$ cat src/rtl/axi_grid_tni.sv
// Target-side grid network interface for the write path. It unpacks request packets from the
// router into AXI4 AW/W and packs each B response into a flit routed back to the source node.
module axi_grid_tni #(
  parameter int unsigned ADDR_WIDTH      = 32,
  parameter int unsigned DATA_WIDTH      = 64,
  parameter int unsigned ID_WIDTH        = 4,
  parameter int unsigned NODE_WIDTH      = 4,
  parameter int unsigned MAX_OUTSTANDING = 4,
  localparam int unsigned FLIT_WIDTH     = DATA_WIDTH + DATA_WIDTH / 8,
  localparam int unsigned RSP_WIDTH      = NODE_WIDTH + ID_WIDTH + 2
) (
  input  logic                    clk_i,
  input  logic                    arst_ni,
  input  logic [FLIT_WIDTH-1:0]   req_flit_i,
  input  logic                    req_flit_valid_i,
  output logic                    req_flit_ready_o,
  output logic [ID_WIDTH-1:0]     m_aw_id_o,
  output logic [ADDR_WIDTH-1:0]   m_aw_addr_o,
  output logic [7:0]              m_aw_len_o,
  output logic [2:0]              m_aw_size_o,
  output logic [1:0]              m_aw_burst_o,
  output logic                    m_aw_valid_o,
  input  logic                    m_aw_ready_i,
  output logic [DATA_WIDTH-1:0]   m_w_data_o,
  output logic [DATA_WIDTH/8-1:0] m_w_strb_o,
  output logic                    m_w_last_o,
  output logic                    m_w_valid_o,
  input  logic                    m_w_ready_i,
  input  logic [ID_WIDTH-1:0]     m_b_id_i,
  input  logic [1:0]              m_b_resp_i,
  input  logic                    m_b_valid_i,
  output logic                    m_b_ready_o,
  output logic [RSP_WIDTH-1:0]    rsp_flit_o,
  output logic                    rsp_flit_valid_o,
  input  logic                    rsp_flit_ready_i
);

  localparam int unsigned NumIds   = 2 ** ID_WIDTH;
  localparam int unsigned CntWidth = $clog2(MAX_OUTSTANDING + 1);
  localparam int unsigned LenLsb   = ADDR_WIDTH;
  localparam int unsigned SizeLsb  = ADDR_WIDTH + 8;
  localparam int unsigned BurstLsb = ADDR_WIDTH + 11;
  localparam int unsigned IdLsb    = ADDR_WIDTH + 13;
  localparam int unsigned SrcLsb   = IdLsb + ID_WIDTH;

  typedef enum logic [1:0] {StIdle, StAw, StData} state_e;

  state_e                state_q, state_d;
  logic                  init_q;
  logic [ID_WIDTH-1:0]   aw_id_q, aw_id_d;
  logic [ADDR_WIDTH-1:0] aw_addr_q, aw_addr_d;
  logic [7:0]            aw_len_q, aw_len_d;
  logic [2:0]            aw_size_q, aw_size_d;
  logic [1:0]            aw_burst_q, aw_burst_d;
  logic [7:0]            beat_q, beat_d;
  logic [CntWidth-1:0]   cnt_q [NumIds];
  logic [CntWidth-1:0]   cnt_d [NumIds];
  logic [NODE_WIDTH-1:0] src_q [NumIds];
  logic [NODE_WIDTH-1:0] src_d [NumIds];
  logic                  rsp_valid_q, rsp_valid_d;
  logic [RSP_WIDTH-1:0]  rsp_flit_q, rsp_flit_d;

  logic [ID_WIDTH-1:0]   hdr_id;
  logic [NODE_WIDTH-1:0] hdr_src;
  logic [CntWidth-1:0]   hdr_cnt;
  logic                  hdr_stall, hdr_hs, aw_hs, w_hs, b_hs;

  assign hdr_id    = req_flit_i[IdLsb +: ID_WIDTH];
  assign hdr_src   = req_flit_i[SrcLsb +: NODE_WIDTH];
  assign hdr_cnt   = cnt_q[hdr_id];
  // An ID may only be reused by another source once all its writes have completed.
  assign hdr_stall = (hdr_cnt == CntWidth'(MAX_OUTSTANDING)) ||
                     ((hdr_cnt != '0) && (src_q[hdr_id] != hdr_src));

  assign hdr_hs = (state_q == StIdle) && req_flit_valid_i && req_flit_ready_o;
  assign aw_hs  = m_aw_valid_o && m_aw_ready_i;
  assign w_hs   = m_w_valid_o && m_w_ready_i;
  assign b_hs   = m_b_valid_i && m_b_ready_o;

  assign m_aw_id_o        = aw_id_q;
  assign m_aw_addr_o      = aw_addr_q;
  assign m_aw_len_o       = aw_len_q;
  assign m_aw_size_o      = aw_size_q;
  assign m_aw_burst_o     = aw_burst_q;
  assign m_aw_valid_o     = (state_q == StAw);
  assign m_w_data_o       = req_flit_i[DATA_WIDTH-1:0];
  assign m_w_strb_o       = req_flit_i[FLIT_WIDTH-1:DATA_WIDTH];
  assign m_w_last_o       = (state_q == StData) && (beat_q == aw_len_q);
  assign m_b_ready_o      = !rsp_valid_q || rsp_flit_ready_i;
  assign rsp_flit_o       = rsp_flit_q;
  assign rsp_flit_valid_o = rsp_valid_q;

  always_comb begin
    req_flit_ready_o = 1'b0;
    m_w_valid_o      = 1'b0;
    unique case (state_q)
      StIdle: req_flit_ready_o = init_q && !hdr_stall;
      StData: begin
        req_flit_ready_o = m_w_ready_i;
        m_w_valid_o      = req_flit_valid_i;
      end
      default: ;
    endcase
  end

  always_comb begin
    state_d    = state_q;
    aw_id_d    = aw_id_q;
    aw_addr_d  = aw_addr_q;
    aw_len_d   = aw_len_q;
    aw_size_d  = aw_size_q;
    aw_burst_d = aw_burst_q;
    beat_d     = beat_q;
    unique case (state_q)
      StIdle: begin
        if (hdr_hs) begin
          aw_addr_d  = req_flit_i[ADDR_WIDTH-1:0];
          aw_len_d   = req_flit_i[LenLsb +: 8];
          aw_size_d  = req_flit_i[SizeLsb +: 3];
          aw_burst_d = req_flit_i[BurstLsb +: 2];
          aw_id_d    = hdr_id;
          state_d    = StAw;
        end
      end
      StAw: begin
        if (aw_hs) begin
          beat_d  = '0;
          state_d = StData;
        end
      end
      StData: begin
        if (w_hs) begin
          beat_d = beat_q + 8'd1;
          if (m_w_last_o) state_d = StIdle;
        end
      end
      default: state_d = StIdle;
    endcase
  end

  always_comb begin
    for (int i = 0; i < int'(NumIds); i++) begin
      cnt_d[i] = cnt_q[i];
      src_d[i] = src_q[i];
      if (aw_hs && (aw_id_q == ID_WIDTH'(i))) cnt_d[i] = cnt_d[i] + CntWidth'(1);
      if (b_hs && (m_b_id_i == ID_WIDTH'(i)) && (cnt_q[i] != '0)) begin
        cnt_d[i] = cnt_d[i] - CntWidth'(1);
      end
      if (hdr_hs && (hdr_cnt == '0) && (hdr_id == ID_WIDTH'(i))) src_d[i] = hdr_src;
    end
  end

  always_comb begin
    rsp_valid_d = rsp_valid_q;
    rsp_flit_d  = rsp_flit_q;
    if (b_hs) begin
      rsp_valid_d = 1'b1;
      rsp_flit_d  = {src_q[m_b_id_i], m_b_id_i, m_b_resp_i};
    end else if (rsp_flit_ready_i) begin
      rsp_valid_d = 1'b0;
    end
  end

  always_ff @(posedge clk_i or negedge arst_ni) begin
    if (!arst_ni) begin
      state_q     <= StIdle;
      init_q      <= 1'b0;
      aw_id_q     <= '0;
      aw_addr_q   <= '0;
      aw_len_q    <= '0;
      aw_size_q   <= '0;
      aw_burst_q  <= '0;
      beat_q      <= '0;
      rsp_valid_q <= 1'b0;
      rsp_flit_q  <= '0;
      for (int i = 0; i < int'(NumIds); i++) begin
        cnt_q[i] <= '0;
        src_q[i] <= '0;
      end
    end else begin
      state_q     <= state_d;
      init_q      <= 1'b1;
      aw_id_q     <= aw_id_d;
      aw_addr_q   <= aw_addr_d;
      aw_len_q    <= aw_len_d;
      aw_size_q   <= aw_size_d;
      aw_burst_q  <= aw_burst_d;
      beat_q      <= beat_d;
      rsp_valid_q <= rsp_valid_d;
      rsp_flit_q  <= rsp_flit_d;
      for (int i = 0; i < int'(NumIds); i++) begin
        cnt_q[i] <= cnt_d[i];
        src_q[i] <= src_d[i];
      end
    end
  end

  // A B response for an ID with nothing outstanding is a subordinate protocol error.
  b_for_idle_id_a: assert property (@(posedge clk_i) disable iff (!arst_ni)
    b_hs |-> (cnt_q[m_b_id_i] != '0));

endmodule

$ cat config.mk
export PLATFORM = sky130hd
export DESIGN_NAME = axi_grid_tni
export DESIGN_NICKNAME = d
export VERILOG_FILES = /design/src/rtl/axi_grid_tni.sv
export SDC_FILE = /design/constraint.sdc
export NUM_CORES = 1
export LEC_CHECK = 0
export BUFFER_PORTS_ARGS = -buffer_cell sky130_fd_sc_hd__buf_2
export CAP_MARGIN = 20
export CORE_AREA = 2 2 151 153
export DETAILED_ROUTE_END_ITERATION = 12
export DIE_AREA = 0 0 153 155
export GPL_ROUTABILITY_DRIVEN = 0
export MAX_ROUTING_LAYER = met4
export PLACE_DENSITY = 0.74
export SLEW_MARGIN = 20
export SYNTH_ARGS = -nofsm -noshare
export SYNTH_HDL_FRONTEND = slang
export SYNTH_SLANG_ARGS = --single-unit
$ cat constraint.sdc
create_clock -name clk_i -period 3.7 [get_ports clk_i]
set_clock_uncertainty 0.15 [all_clocks]
set_input_delay 0.555 -clock clk_i [delete_from_list [all_inputs] [get_ports clk_i]]
set_output_delay 0.555 -clock clk_i [all_outputs]
set_load 0.02 [all_outputs]
-- Yosys cells after proc, flatten, opt, wreduce, memory -nomap -nowiden
Index checks and enable logic that the tools add are counted.
- register bits after elaboration: 183
- input port bits: 85
- output and inout bits: 137
- logic and storage cells: 290
- add/sub/neg operators: 33
- order comparisons: 2
- eq/ne operators: 54
- multiplexer cells: 53
- bitwise operators: 2
- reduce and logical (&&, ||, !) cells: 104
- operators with widths (cell ; count):
    two-way mux 3 bit ; 34
    equality test 4 bit (second input constant) ; 24
    logical AND 1 bit ; 73
    nonzero test 3 bit ; 17
    adder 3 x 1 -> 3 bit (second input constant) ; 16
    equality test 4 x 3 -> 1 bit (second input constant) ; 12
    subtractor 3 x 1 -> 3 bit (second input constant) ; 16
    binary-select mux 4 bit (select 4 bit) ; 2
    equality test 4 x 2 -> 1 bit (second input constant) ; 6
    two-way mux 4 bit ; 4
    two-way mux 8 bit ; 2
    one-hot mux 8 bit (2 select lines) ; 1
    binary-select mux 3 bit (select 4 bit) ; 1
    equality test 4 x 1 -> 1 bit (second input constant) ; 3
    zero test 4 bit ; 3
    >= comparator 5 bit (second input constant) ; 2
    NOT 4 -> 5 bit ; 2
    adder 8 x 1 -> 8 bit (second input constant) ; 1
    equality test 8 bit ; 1
    two-way mux 2 bit ; 4
    inequality test 2 bit (second input constant) ; 3
    one-hot mux 2 bit (3 select lines) ; 1
    inequality test 4 bit ; 1
    AND reduction 4 bit ; 1
    13 further kinds ; 18

-- Depth between registers and ports, before layout
Gate-level depths: netlist of the first run.
- depth in word-level cells: 13
- gate-level depth with buffers: 12
- gate-level depth less buffers: 10

-- Worst setup path after synthesis of the first run
Ideal clock, no wire load.
- path kind: in2out
- start point: in req_flit_i[45]
- end point: out req_flit_ready_o
- arrival time: 2.807 ns
- required time: 2.995 ns
- path slack: 0.188 ns
- cell stages on the path: 9
- path buffers: 2
- cell sequence: buf_2 -> buf_1 -> mux4_2 -> mux2i_1 -> xnor2_1 -> and3_1 -> o211ai_2 -> and2_1 -> a21boi_0
- word-level cells in the longest chain between the ends: 10
- elaborated cells between the ends (all ways): 15
- those cells by class: eq/ne (2); mux (7); bitwise (1); reduce/logical (5)
- RTL lines (element ; line ; text):
    start, declared ; 14 ; input logic [FLIT_WIDTH-1:0] req_flit_i,
    NOT 4 -> 5 bit (not written as such) * ; 70, 73 ;
    binary-select mux 4 bit (select 4 bit) or binary-select mux 3 bit (select 4 bit) (tied branches) ; 73, 70 ;
    two-way mux 4 bit (not written as such) or two-way mux 3 bit (tied branches) (2 in a row) ; 73, 70 ;
    inequality test 4 bit or nonzero test 3 bit (tied branches) ; 73 ; ((hdr_cnt != '0) && (src_q[hdr_id] != hdr_src));
    logical AND 1 bit ; 73 ;
    logical OR 1 bit * ; 72 ; assign hdr_stall = (hdr_cnt == CntWidth'(MAX_OUTSTANDING)) ||
    zero test 1 bit * ; 97 ; StIdle: req_flit_ready_o = init_q && !hdr_stall;
    logical AND 1 bit * ; 97 ;
    one-hot mux 1 bit (2 select lines) * ; 96 ; unique case (state_q)
    end, declared ; 16 ; output logic req_flit_ready_o,
Every way passes the cells marked *; elsewhere a longest branch is shown, timed or not. The select of a mux whose other input is x is not followed.

-- Worst setup path in the final report of the first run
- start point: reg src_q[35] in the netlist's numbering
- end point: out req_flit_ready_o
- word-level cells in the longest chain between the ends: 9
- RTL lines (element ; line ; text):
    start, declared ; 58 ; logic [NODE_WIDTH-1:0] src_q [NumIds];
    start signal, assigned by index ; 193 ; src_q[i] <= src_d[i];
    binary-select mux 4 bit (select 4 bit) ; 73 ;
    two-way mux 4 bit (not written as such) (2 in a row) ; 73 ;
    inequality test 4 bit ; 73 ;
    logical AND 1 bit ; 73 ;
    logical OR 1 bit ; 72 ;
    zero test 1 bit ; 97 ;
    logical AND 1 bit ; 97 ;
    one-hot mux 1 bit (2 select lines) ; 96 ;
Every way passes these cells. The select of a mux whose other input is x is not followed.

==> reports/qor.yml, run 1 <==
pwr:
  power_leakage_nw: 5.921
  powerDensity_nw_per_um2: 702.7
  vdd.ir_drop.worst_v: 0.0002723
synthesis:
  synth_area_per_cell_sq_um: 12.09
  async_flop_share_pct: 100.0
  synth-warning-count: 0
  synth_top_area_cell: "dfrtp_1"
  syn_inst: 901
  ys_ff_latch: 183
  synth_top_area_share_pct: 42.05
  synthTopCellsByArea: "dfrtp_1 (42%), mux2_2 (7.2%), mux4_2 (7.2%)"
  synth_nets: 1035
  ys.flop_type: "dfrtp_1"
  synth.cell_area_sq_um: 10890
  yosysUniqueCellTypes: 46
  yosysSeqAreaShare_pct: 42.05
  synth-edff-count: 0
worst_setup_path:
  worst-path-stages: 9
  ff2ff_setup_slack_ps: 310
  end_kind: "primary output"
  cpMaxStageDelayCell: "mux4_1"
  crit_buf_inv: 2
  crit_top_cell: "buf_4"
  crit_type: "reg2out"
  r2r-end: "m_aw_addr_o[0]"
  regToRegStartpoint: "src_q[35]"
  max_stage_delay_ps: 510
  critPathMaxFanout: 3
  startpoint: "src_q[35]"
  critPathTopFamily: "multiplexers"
  arrival_ps: 2900
  r2r.worst_path.cells: 10
  startpoint_type: "register"
  required_ps: 2990
  crit_chain: "mux4_1 -> mux4_2 -> xor2_1 -> a41oi_2 -> o211ai_2 -> and2_1 -> a21boi_1 -> buf_4 -> buf_4"
timing:
  rsz0062_at_grt: "no"
  fin_crit_sh_pct: 97.55
  min_period_ps: 3609
  setup_viol: 0
  max_slew_margin_pct: 44.61
  hold-worst-slack_ps: -19.46
  fmax_mhz: 277.1
  final_hold_viol_count: 11
  layout_setup_ws_ps: 90.72
  tightestPinTransition_ps: 824.5
  maxSlewViolCount: 0
  finalSetupTns_ps: 0
floorplanning:
  die_w_um: 153
  dieArea_sq_um: 23720
  initial_core_util_pct: 49.00
  fp.coreArea_sq_um: 22230
  die_y_um: 155
  rows: 55
  io_pins: 222
drt:
  drt_iter0_markers: 474
  dr.pass1.iters: 5
  drt-total-wl_mm: 26.63
  drtAntennaViolNets: 0
  vias: 7276
  vias_per_cell: 5.504
  avgRoutedWirePerCell_um: 20.14
  drc: 0
place:
  place_hpwl_mm: 19.65
  dp.cells: 1287
  place_ws_ps: -0.2951
  portBuffers: 183
layout:
  drive_above_1_share_pct: 39.00
  final_cell_mix: "dfrtp_1 (183), buf_2 (181), mux2_2 (70), nand2_1 (65), xnor2_1 (61)"
  layout_commonest_cell: "dfrtp_1"
  finish.utilization_pct: 55.39
  syn_to_final_growth_pct: 13.05
  nets: 1157
  layout.cells.non_filler: 1322
outcome:
  run_status: "finished with violations"
  violations: "hold timing"
clock_network:
  cts_buffers: 17
  h-tree-depth: 4
  clk_latency_ps: 440
  clockBufferDepth: 2
  cts_tree: "yes"
  path_clk_slew_ps: 80
  clkSinkCount: 183
  cts-root-buf: "clkbuf_16"
global_route:
  grt_usage_pct: 23.30
  grt_pass1_wl_mm: 41.32
  use_met3_pct: 6.240
  grt_max_degree: 81
  grt.busiest_layer: "met2"
  antenna_found_initial: 1
  grt-ovfl-total: 0
  met2_usage_pct: 37.92
  grt_pass1_vias: 7312
  grtUsageMet1_pct: 28.13
min_path:
  hp-class: "in2async"
run:
  cap_violations: 0
==> synthesized netlist by cell type (all sizes together) (11+ instances only) <==
library cell	instances
xor2	22
buf	88
dfrtp	183
mux4	41
and3	11
nor2	34
mux2	119
clkbuf	21
nand2	65
nor2b	15
inv	43
mux2i	38
ha	49
nand3	15
xnor2	61
nor3	16
nand4	17
nand2b	12
==> cell families after synthesis <==
kind of cell	Yosys count	share of synthesized area (%)
AND/OR/NAND/NOR	204	9.180
multiplexers	198	26.17
flip-flops	183	42.05
buffers and inverters	153	8.226
XOR/XNOR	83	6.675
adder cells (fa/ha/maj)	49	5.630
AO/OA/AOI/OAI	30	2.034
other	1	0.03443
==> routing by layer <==
| metal | routed length (um) | up-vias |
|---|---|---|
| li1 | - | 3301 |
| met1 | 10770 | 3620 |
| met2 | 13050 | 311 |
| met3 | 2023 | 44 |
| met4 | 784 | 0 |
| met5 | 0 | - |
==> per-stage QoR <==
step	power, mW	area [sq um]
finish	8.652	12310
CTS	8.687	12300
detailed placement	6.846	11710
floorplan	5.827	10890
global placement	6.708	11710
global route	9.190	12310
==> area by class of cell <==
class                   count  area, sq um
clock inverters            15        160.2
clock buffers              17        425.4
repair buffers            212         1207
diodes                      1        2.502
flip-flops and latches    183         4579
well taps                 285        356.6
fillers                  1800         9916
multi-input cells         565         5415
inverters                  44        165.2
==> power by group <==
part	internal, mW	switching [mW]	total, mW	leakage (nW)
registers	2.76	0.719	3.48	2.34
clock network	0.904	0.905	1.81	0.277
logic	1.73	1.64	3.37	3.31
==> state kept, by name, summed over array words and instances (netlist names) <==
name / flops
state_q: 2
beat_q: 8
src_q: 64
m_aw_size_o: 3
rsp_flit_valid_o: 1
m_aw_addr_o: 32
cnt_q: 48
m_aw_burst_o: 2
init_q: 1
rsp_flit_o: 10
m_aw_id_o: 4
m_aw_len_o: 8
==> worst register-to-register path: stages, from the launching register on <==
cell and delay (ps):
dfrtp_1 400, mux4_1 510, mux4_2 490, xor2_1 180, a41oi_2 190, o211ai_2 120, buf_4 160, a2111oi_4 340
buf_12 220, buf_12 190, mux2_4 320
==> how the worst max path moves through the flow <==
| stage | endpoint | slack, ps |
|---|---|---|
| floorplan | req_flit_ready_o | 190 |
| global placement | m_aw_len_o[3] | 80 |
| detailed placement | m_aw_addr_o[6] | -0.3 |
| CTS | req_flit_ready_o | 20 |
| global route | req_flit_ready_o | 20 |
| finish | req_flit_ready_o | 90 |
==> timing repair <==
action,in CTS,in global routing
resized for setup,0,2
setup endpoints to repair,1,1
buffers inserted,1,1
hold buffers,0,0
Power figures use the tool's default switching activity.
==> run 2, diff against run 1 <==
==> constraint.sdc (replaced) <==
create_clock -name clk_i -period 3.7 [get_ports clk_i]
set_clock_uncertainty 0.15 [all_clocks]
set_input_delay 0.185 -clock clk_i [delete_from_list [all_inputs] [get_ports clk_i]]
set_output_delay 0.185 -clock clk_i [all_outputs]
set_load 0.05 [all_outputs]
==> reports/qor.yml, run 2 (synthesis gave the netlist of run 1 again) <==
outcome:
  run_status: "completed"  # was finished with violations
floorplanning:
  dieArea_sq_um: 23720  # unchanged
  fp.coreArea_sq_um: 22230  # unchanged
  io_pins: 222  # unchanged
  die_y_um: 155  # unchanged
  rows: 55  # unchanged
  initial_core_util_pct: 49.00  # unchanged
  die_w_um: 153  # unchanged
worst_setup_path:
  end_kind: "primary output"  # unchanged
  crit_type: "reg2out"  # unchanged
  critPathMaxFanout: 3  # unchanged
  max_stage_delay_ps: 510  # about the same
  arrival_ps: 3230  # was 2900 ps
  cpMaxStageDelayCell: "mux4_1"  # unchanged
  critPathTopFamily: "multiplexers"  # unchanged
  crit_chain: "mux4_1 -> mux4_2 -> xor2_1 -> a41oi_2 -> o211ai_2 -> and2_1 -> a21boi_0 -> buf_2"  # was mux4_1 -> mux4_2 -> xor2_1 -> a41oi_2 -> o211ai_2 -> and2_1 -> a21boi_1 -> buf_4 -> buf_4
  required_ps: 3370  # was 2990 ps
  startpoint_type: "register"  # unchanged
  crit_buf_inv: 1  # was 2
pwr:
  swShare_pct: 42.67  # was 37.67%
  vdd.ir_drop.worst_v: 0.0003028  # was 0.0002723 V
  seq_power_share_pct: 36.7  # was 40.2%
  pwr-share-clk_pct: 19.5  # was 20.9%
  powerDensity_nw_per_um2: 752.1  # was 702.7 nW/um^2
  internal_power_mw: 5.453  # was 5.393 mW
  power_leakage_nw: 6.028  # was 5.921 nW
  combPwrFrac_pct: 43.8  # was 38.9%
  p_sw_mw: 4.058  # was 3.259 mW
drt:
  avgRoutedWirePerCell_um: 20.40  # was 20.14 um
  drt-total-wl_mm: 27.60  # was 26.63 mm
  drc: 0  # unchanged
  vias: 7520  # was 7276
  dr.pass1.iters: 5  # unchanged
  drtAntennaViolNets: 0  # unchanged
  vias_per_cell: 5.558  # was 5.504
  drt_iter0_markers: 557  # was 474
place:
  portBuffers: 183  # unchanged
  placed_area_sq_um: 11520  # was 11710 sq um
  place_hpwl_mm: 19.31  # was 19.65 mm
global_route:
  grt-ovfl-total: 0  # unchanged
  grt_max_degree: 104  # was 81
  grt_pass1_vias: 7586  # was 7312
  grt_usage_pct: 24.09  # was 23.30%
  antenna_found_initial: 1  # unchanged
  grt_pass1_wl_mm: 42.92  # was 41.32 mm
clock_network:
  path_clk_slew_ps: 70  # was 80 ps
  clockBufferDepth: 2  # unchanged
  cts-root-buf: "clkbuf_16"  # unchanged
  cts_tree: "yes"  # unchanged
  clk_latency_ps: 440  # about the same
  postCtsSetupRepairBufs: 0  # was 1
  clkSinkCount: 183  # unchanged
  cts_buffers: 17  # unchanged
  h-tree-depth: 4  # unchanged
timing:
  setup_viol: 0  # unchanged
  fin_crit_sh_pct: 96.41  # was 97.55%
  finalSetupTns_ps: 0  # unchanged
  tightestPinTransition_ps: 908.0  # was 824.5 ps
  fmax_mhz: 280.3  # was 277.1 MHz
  rsz0062_at_grt: "no"  # unchanged
  maxSlewViolCount: 0  # unchanged
  final_hold_viol_count: 0  # was 11
  min_period_ps: 3567  # was 3609 ps
  max_slew_margin_pct: 39.47  # was 44.61%
layout:
  syn_to_final_growth_pct: 16.12  # was 13.05%
  stdcell_area_sq_um: 12650  # was 12310 sq um
  fill_cells: 1764  # was 1800
  nets: 1188  # was 1157
  top_register: "src_q"  # unchanged
  final_cell_mix: "dfrtp_1 (183), buf_2 (182), mux2_2 (70), nand2_1 (65), xnor2_1 (61)"  # was dfrtp_1 (183), buf_2 (181), mux2_2 (70), nand2_1 (65), xnor2_1 (61)
  drive_above_1_share_pct: 35.80  # was 39.00%
  layout_commonest_cell: "dfrtp_1"  # unchanged
  largest_register_ffs: 64  # unchanged
min_path:
  hp-class: "in2reg"  # was in2async
run:
  cap_violations: 0  # unchanged
[run 2: what timing repair did]
action,CTS,global route
gates resized for setup,0,0
hold buffers,53,0
hold endpoints to repair,153,0
[run 2: layer usage]
| layer | GRT usage (%) | wire (um) |
|---|---|---|
| met5 | - | 0 |
| met4 | 10.58 | 1000 |
| met3 | 5.432 | 1976 |
| met2 | 38.52 | 13510 |
| met1 | 29.61 | 11110 |
[run 2: path summary, 6_finish.rpt]
check	start	end	slack, ps	cells past startpoint
worst max-delay path	src_q[55]	req_flit_ready_o	130	8
worst min-delay path	m_w_ready_i	beat_q[1]	30	3
worst max register to register	src_q[55]	m_aw_addr_o[17]	390	8
worst min register to register	rsp_flit_o[8]	rsp_flit_o[8]	330	2
max in group asynchronous	arst_ni	src_q[24]	2250	3
min in group asynchronous	arst_ni	cnt_q[27]	210	2
[run 2: worst reg2reg max path: stages, from the launching register on]
cell	delay [ps]
dfrtp_1	400
mux4_1	510
mux4_2	470
xor2_1	190
a41oi_2	190
o211ai_2	140
a2111oi_4	360
buf_12	340
mux2_4	430
[run 2: power by group through the flow]
stage                     clock network (mW)  registers, mW  logic [mW]
after floorplan                            0           4.30        2.33
after global placement                     0           3.48        3.99
final                                   1.85           3.49        4.17
after CTS                               1.88           3.47        4.19
after global routing                    1.97           3.58        4.49
after detailed placement                   0           3.49        4.12
[run 2: area by class of cell]
type,count,area [sq um],area share (%)
diodes,1,2.502,0.01979
clock buffers,18,439.2,3.473
clock inverters,14,155.1,1.227
inverters,44,165.2,1.306
multi-input cells,565,5415,42.82
flip-flops and latches,183,4579,36.21
well taps,285,356.6,2.820
repair buffers,243,1533,12.12
[run 2: metrics by stage]
step	instances	util (%)	power (mW)	setup slack (ps)	hold slack, ps
after floorplan	901	-	6.634	297.7	-260.6
after global placement	1267	51.82	7.464	322.3	193.3
after detailed placement	1267	51.82	7.613	262.6	197.5
after CTS	1352	56.88	9.536	138.6	15.71
after global routing	1353	56.89	10.04	57.25	64.51
final	1353	56.89	9.511	133.0	34.75
